$ cat src/rtl/traffic_phase_timer.sv
// -----------------------------------------------------------------------------
// traffic_phase_timer
//
// Sets how long each traffic-light phase lasts and emits a one-cycle
// `advance` pulse that steps the downstream light FSM (RED -> GREEN ->
// YELLOW -> RED). The block also latches pedestrian requests. A latched
// request can shorten the current GREEN phase. It is served by turning on
// the walk lamp for the whole of the next RED phase.
//
// Handshake: none. `advance` is a plain one-cycle strobe with no back-pressure.
//
// Ports
//   clk          in   rising-edge clock
//   rst_n        in   asynchronous, active-low reset
//   enable       in   1 = timing runs, 0 = countdown and phase frozen
//   tick_en      in   one-clk prescaler pulse; each pulse is one tick
//   ped_req      in   asynchronous pedestrian button (level)
//   phase        out  current phase: 00 RED, 01 GREEN, 10 YELLOW
//                     (this is the FSM state register, exposed directly)
//   advance      out  one-clk pulse on every phase transition
//   remaining    out  ticks left in the current phase, minus 1
//   ped_pending  out  a pedestrian request is latched but not yet served
//   walk         out  walk lamp; high for a RED phase that serves a request
//
// All outputs come straight from flops.
// -----------------------------------------------------------------------------
module traffic_phase_timer #(
    parameter int CNT_W        = 16,
    parameter int RED_TICKS    = 20,
    parameter int GREEN_TICKS  = 30,
    parameter int YELLOW_TICKS = 5,
    parameter int GREEN_MIN    = 3
) (
    input  logic             clk,
    input  logic             rst_n,
    input  logic             enable,
    input  logic             tick_en,
    input  logic             ped_req,
    output logic [1:0]       phase,
    output logic             advance,
    output logic [CNT_W-1:0] remaining,
    output logic             ped_pending,
    output logic             walk
);

    typedef enum logic [1:0] {
        PH_RED    = 2'b00,
        PH_GREEN  = 2'b01,
        PH_YELLOW = 2'b10
    } phase_e;

    // Each counter load is the phase length minus one, because the
    // transition happens on the tick that sees remaining == 0.
    localparam logic [CNT_W-1:0] RED_LOAD    = CNT_W'(RED_TICKS - 1);
    localparam logic [CNT_W-1:0] GREEN_LOAD  = CNT_W'(GREEN_TICKS - 1);
    localparam logic [CNT_W-1:0] YELLOW_LOAD = CNT_W'(YELLOW_TICKS - 1);
    localparam logic [CNT_W-1:0] TRUNC_LOAD  = CNT_W'(GREEN_MIN - 1);

    phase_e           phase_q, phase_d;
    logic [CNT_W-1:0] rem_q, rem_d;
    logic             adv_q, adv_d;
    logic             ped_q, ped_d;
    logic             walk_q, walk_d;

    // The first two flops synchronise the button. The third holds the
    // previous synchronised level so that a rising edge can be detected.
    logic sync1_q, sync2_q, sync3_q;
    logic ped_edge;
    logic qual_tick;

    assign ped_edge  = sync2_q & ~sync3_q;
    assign qual_tick = enable & tick_en;

    always_ff @(posedge clk or negedge rst_n) begin
        if (!rst_n) begin
            sync1_q <= 1'b0;
            sync2_q <= 1'b0;
            sync3_q <= 1'b0;
        end else begin
            sync1_q <= ped_req;
            sync2_q <= sync1_q;
            sync3_q <= sync2_q;
        end
    end

    always_ff @(posedge clk or negedge rst_n) begin
        if (!rst_n) begin
            phase_q <= PH_RED;
            rem_q   <= RED_LOAD;
            adv_q   <= 1'b0;
            ped_q   <= 1'b0;
            walk_q  <= 1'b0;
        end else begin
            phase_q <= phase_d;
            rem_q   <= rem_d;
            adv_q   <= adv_d;
            ped_q   <= ped_d;
            walk_q  <= walk_d;
        end
    end

    always_comb begin
        phase_d = phase_q;
        rem_d   = rem_q;
        adv_d   = 1'b0;
        ped_d   = ped_q;
        walk_d  = walk_q;

        // A button edge is latched whether or not timing is enabled.
        // Further edges while a request is already pending change nothing.
        if (ped_edge) begin
            ped_d = 1'b1;
        end

        if (qual_tick) begin
            if (rem_q == '0) begin
                adv_d = 1'b1;
                case (phase_q)
                    PH_RED: begin
                        phase_d = PH_GREEN;
                        rem_d   = GREEN_LOAD;
                        walk_d  = 1'b0;
                    end
                    PH_GREEN: begin
                        phase_d = PH_YELLOW;
                        rem_d   = YELLOW_LOAD;
                    end
                    PH_YELLOW: begin
                        phase_d = PH_RED;
                        rem_d   = RED_LOAD;
                        // An edge arriving in this same cycle is served now
                        // and is not left pending. This assignment
                        // overrides the edge latch above.
                        if (ped_q || ped_edge) begin
                            walk_d = 1'b1;
                            ped_d  = 1'b0;
                        end
                    end
                    default: begin
                        phase_d = PH_RED;
                        rem_d   = RED_LOAD;
                    end
                endcase
            end else if ((phase_q == PH_GREEN) && ped_q && (rem_q > TRUNC_LOAD)) begin
                // Cut GREEN short. After this load remaining is at or below
                // TRUNC_LOAD, so truncation cannot fire again in this phase.
                rem_d = TRUNC_LOAD;
            end else begin
                rem_d = rem_q - CNT_W'(1);
            end
        end
    end

    assign phase       = phase_q;
    assign advance     = adv_q;
    assign remaining   = rem_q;
    assign ped_pending = ped_q;
    assign walk        = walk_q;

endmodule

$ cat config.mk
export PLATFORM = sky130hd
export DESIGN_NAME = traffic_phase_timer
export DESIGN_NICKNAME = d
export VERILOG_FILES = /design/src/rtl/traffic_phase_timer.sv
export SDC_FILE = /design/constraint.sdc
export NUM_CORES = 1
export LEC_CHECK = 0
export ABC_AREA = 1
export CAP_MARGIN = 20
export CORE_MARGIN = 2
export CORE_UTILIZATION = 48
export DETAILED_ROUTE_END_ITERATION = 8
export DONT_BUFFER_PORTS = 1
export GPL_TIMING_DRIVEN = 0
export PLACE_DENSITY = 0.68
export SETUP_SLACK_MARGIN = 0.15
export SLEW_MARGIN = 0
export SYNTH_ARGS = -nofsm -noshare
export SYNTH_HDL_FRONTEND = slang
export SYNTH_SLANG_ARGS = --single-unit
export TNS_END_PERCENT = 5
$ cat constraint.sdc
create_clock -name clk -period 2.2 [get_ports clk]
set_clock_uncertainty 0.1 [all_clocks]
set_input_delay 0.22 -clock clk [delete_from_list [all_inputs] [get_ports clk]]
set_output_delay 0.22 -clock clk [all_outputs]
set_load 0.01 [all_outputs]
### Word level (Yosys, flattened, before mapping)

Index checks and enable logic that the tools add are counted.

* logic and storage cells: 37
* input port bits: 5
* register bits after elaboration: 24
* output and inout bits: 21

* multiplexer cells: 13
* equality and inequality tests: 3
* reductions and logical operators: 8
* $add $sub $neg: 1
* $lt $le $gt $ge: 1
* bitwise logic cells: 3

Operator list (number)
* 16-bit 2-to-1 mux: 2
* 16-bit by 2-bit greater-than comparator with 1-bit output (second input constant): 1
* 16-bit logical NOT: 1
* 16-bit by 1-bit subtractor with 16-bit output (second input constant): 1
* 5-bit one-hot mux with 2 select lines: 1
* 1-bit 2-to-1 mux: 8
* 2-bit one-hot mux with 2 select lines: 1
* 4-bit AND reduction: 1
* 1-bit bitwise AND: 2
* 2-bit by 1-bit == test with 1-bit output (second input constant): 1
* 2-bit == test (second input constant): 1
* 1-bit logical AND: 2
* 2-bit logical NOT: 1
* 2-bit inequality test (second input constant): 1
* 1-bit one-hot mux with 2 select lines: 1
* 2-bit AND reduction: 1
* 2-bit nonzero test: 1
* 1-bit logical OR: 1
* 1-bit NOT: 1

### Longest topological paths before layout

* word-level depth: 7
* gate-level depth with buffers: 10
* mapped depth without buffers: 10

### Worst setup path after synthesis

No wires, ideal clock.

* kind: reg2reg
* from: register rem_q[0], in the netlist remaining[0]
* to: register rem_q[10], in the netlist remaining[10]
* data required time: 1.979 ns
* cell stages (with the launch flop): 8
* arrival: 1.420 ns
* buffers on the path: 0
* library setup time: 0.121 ns
* period minus slack after synthesis: 1.641 ns
* slack: 0.559 ns
* path through: dfstp_2 > inv_1 > ha_1 > nand3_1 > nor2_1 > nand2_1 > xor2_1 > o21ai_2

* cells in the longest elaborated chain, start to end: 4
* elaborated cells on any way between the ends: 6
* those cells by class: 1 x add/sub; 1 x order compare; 2 x mux; 2 x reduce/logical

RTL lines
* start, declared: line 60 `logic [CNT_W-1:0] rem_q, rem_d;`
* start signal, assigned: line 95 `rem_q <= rem_d;`
* 16-bit by 2-bit greater-than comparator with 1-bit output: line 144 `end else if ((phase_q == PH_GREEN) && ped_q && (rem_q > TRUNC_LOAD)) begin`
* 1-bit logical AND: line 144
* 16-bit 2-to-1 mux: line 144
* 16-bit 2-to-1 mux *: line 116 `if (rem_q == '0) begin`

Every way passes the cells marked *; elsewhere a longest branch is shown, timed or not.
A chain may end at the register's enable or synchronous reset.

### Worst setup path in the final report

Ends and elaborated chain as after synthesis.

==> flow_summary.ini <==
[clocking]
numCtsBuffers = 3
numClockSinks = 24
h-tree-depth = 1
cts_tree = yes
ctsResizeCount = 0
clockBufferDepth = 2
clk_pin_slew_ns = 0.14
clock_latency_ns = 0.32
post_cts_buffers = 0
root_buffer = clkbuf_4
cts_hold_buf = 2

[placed_design]
io_buffers = 0
place.gp.congestion = 0.829
dpl.cell_count = 209
dp_hpwl_mm = 2.10

[logic_synthesis]
seq_area_frac_synth_pct = 42.0
syn-num-nets = 186
yosys_warnings = 0
syn_inst = 178
synth_seq_cells = 24
syn_area_sq_mm = 0.00144
yosysTopAreaCell = dfrtp_1
synth_top_cells_by_area = dfrtp_1 37%, nand2_1 11%, nor2_1 7.0%, o21ai_2 6.7%, dfstp_2 5.5%
synth.distinct_cells = 29
synth_top_cell_area_share_pct = 36.6
syn_avg_cell_area_sq_um = 8.08

[critical_path]
slowest_stage = dfstp_2
crit_chain = inv_1 > ha_1 > nand3_1 > nor2_1 > nand2_1 > xor2_1 > o21ai_2
required_ns = 2.33
end_kind = flop
cp-start-kind = flop
rr_worst_depth = 7
crit_fanout = 5
crit_arrival_ns = 1.92
crit_type = reg2reg
critPathMaxStageDelay_ns = 0.60

[pwr]
ir_drop_v = 0.000604
power_density_mw_per_mm2 = 1560
power.leakage_uw = 0.000773

[floorplanning]
rows = 19
fp.dieH_um = 58.7
core-area_sq_mm = 0.00281
io_pins = 26
dieArea_sq_mm = 0.00345
die_x_um = 58.7
start_util_pct = 51.2

[grt]
grt_use_total_pct = 18.6
grt_max_degree = 25
grt_pass1_vias = 1190
grt-ovfl-total = 0
grt_pass1_wl_mm = 4.98
antenna_found_initial = 0

[timing]
maxSlewHeadroom_pct = 72.2
clock.fmax_mhz = 559
setup-tns-final_ns = 0
min_period_over_period_pct = 81.3
setup_violations = 0
hold_viol = 0
tightest_slew_ns = 0.417
fin_crit_ns = 1.79
rsz0062_at_grt = false
slew_viol_final = 0

[outcome]
violations = design-rule violations
outcome = finished, violations left

[cells_and_area]
nFillCells = 256
nets = 194
instances_no_fill = 216
diodes = 0
regArea_sq_um = 604
drive_gt1_share_pct = 21.6
multi_input_area_sq_um = 736
syn2layout_area_growth_pct = 9.66

[routing]
wire_per_inst_um = 12.9
dr.pass1.iters = 7
viasPerCell = 5.28
drc = 3
drt.antenna.violating_nets = 0
via_count = 1140
drt-initial-drc-count = 50
totalWireLength_mm = 2.78

[worst_hold_path]
whs_path_depth = 3
hp-class = in2reg

[job]
drv_cap = 0
layer usage:
layer | vias up | global-route usage, % | routed length (um)
met4 | 0 | 11.7 | 70
met3 | 8 | 5.05 | 126
met1 | 536 | 21.6 | 1220
met2 | 25 | 30.3 | 1360
met5 | - | 0 | 0
li1 | 571 | - | -
report_power, final:
| part | switching (uW) | internal [uW] | leakage [uW] |
|---|---|---|---|
| clock network | 140 | 184 | 0.0000279 |
| logic | 763 | 434 | 0.000447 |
| registers | 314 | 618 | 0.000297 |
placed cells by master, fill, tap and decap left out, types with 2 or more instances in the layout:
| cell type | instances |
|---|---|
| o21ai_2 | 11 |
| nor2_2 | 3 |
| nand2_2 | 2 |
| xor2_1 | 8 |
| clkbuf_4 | 3 |
| inv_2 | 4 |
| nand2_1 | 43 |
| a21oi_1 | 4 |
| nand3_2 | 2 |
| inv_1 | 18 |
| dfrtp_1 | 21 |
| nor2_1 | 27 |
| nand4_1 | 3 |
| nand3_1 | 8 |
| nor2_4 | 4 |
| ha_1 | 3 |
| dlygate4sd3_1 | 2 |
| nor3_1 | 2 |
| dfstp_2 | 3 |
final timing paths:
check,from,slack [ns],end
setup / recovery,remaining[0],0.41,remaining[10]
hold / removal,tick_en,0.02,remaining[6]
setup reg to reg,remaining[0],0.41,remaining[10]
hold reg to reg,sync1_q,0.27,sync2_q
max in group asynchronous,rst_n,1.41,remaining[4]
min in group asynchronous,rst_n,0.11,remaining[14]
worst max-delay path: cells and delay by family, from the launching register on:
family | cells | cell delay [ns]
flops | 1 | 0.60
simple gates | 3 | 0.37
fa+ha+maj | 1 | 0.25
xor+xnor | 1 | 0.19
buf+inv | 1 | 0.12
compound gates | 1 | 0.08
stage by stage:
stage / setup WS (ns) / power (uW) / cell area, sq um / util [%] / hold WS (ns)
after floorplan: 0.559 / 1910 / 1440 / - / -0.176
after global placement: 0.424 / 2080 / 1480 / 52.6 / -0.175
after detailed placement: 0.427 / 2130 / 1480 / 52.6 / -0.175
after CTS: 0.412 / 2470 / 1550 / 55.2 / 0.0184
after global routing: 0.209 / 2690 / 1580 / 56.2 / 0.0411
final: 0.412 / 2460 / 1580 / 56.2 / 0.0169
Yosys cell counts (all sizes together):
master and instances:
nand2 47, nor2 34, inv 23, dfrtp 21
o21ai 13, nand3 10, xor2 8, a21oi 4
nand4 4, dfstp 3, ha 3, nor3 2
and3 1, clkbuf 1, clkinv 1, nand3b 1
o22ai 1, xnor2 1
state kept, by name, summed over array words and instances (netlist names):
name	flops
remaining	16
ped_pending	1
sync1_q	1
walk	1
advance	1
sync3_q	1
sync2_q	1
phase	2
final cells by class:
cell class                      instances  share of cell area, %
Buffer                                  1                  0.238
Clock buffer                            3                   1.43
Clock inverter                          1                   1.90
Inverter                               24                   5.95
Multi-Input combinational cell        129                   46.7
Sequential cell                        24                   38.3
Tap cell                               31                   2.46
Timing Repair Buffer                    3                   3.02
logic make-up after synthesis:
family	after synthesis	synth area share [%]
AOI/OAI and AO/OA	18	9.22
xor gates and xnor gates	9	5.48
adders and majority gates	3	2.61
buffers and inverters	25	6.79
DFF	24	42.0
and+or+nand+nor	99	33.9
No activity file was read; power rests on OpenSTA's default activity.
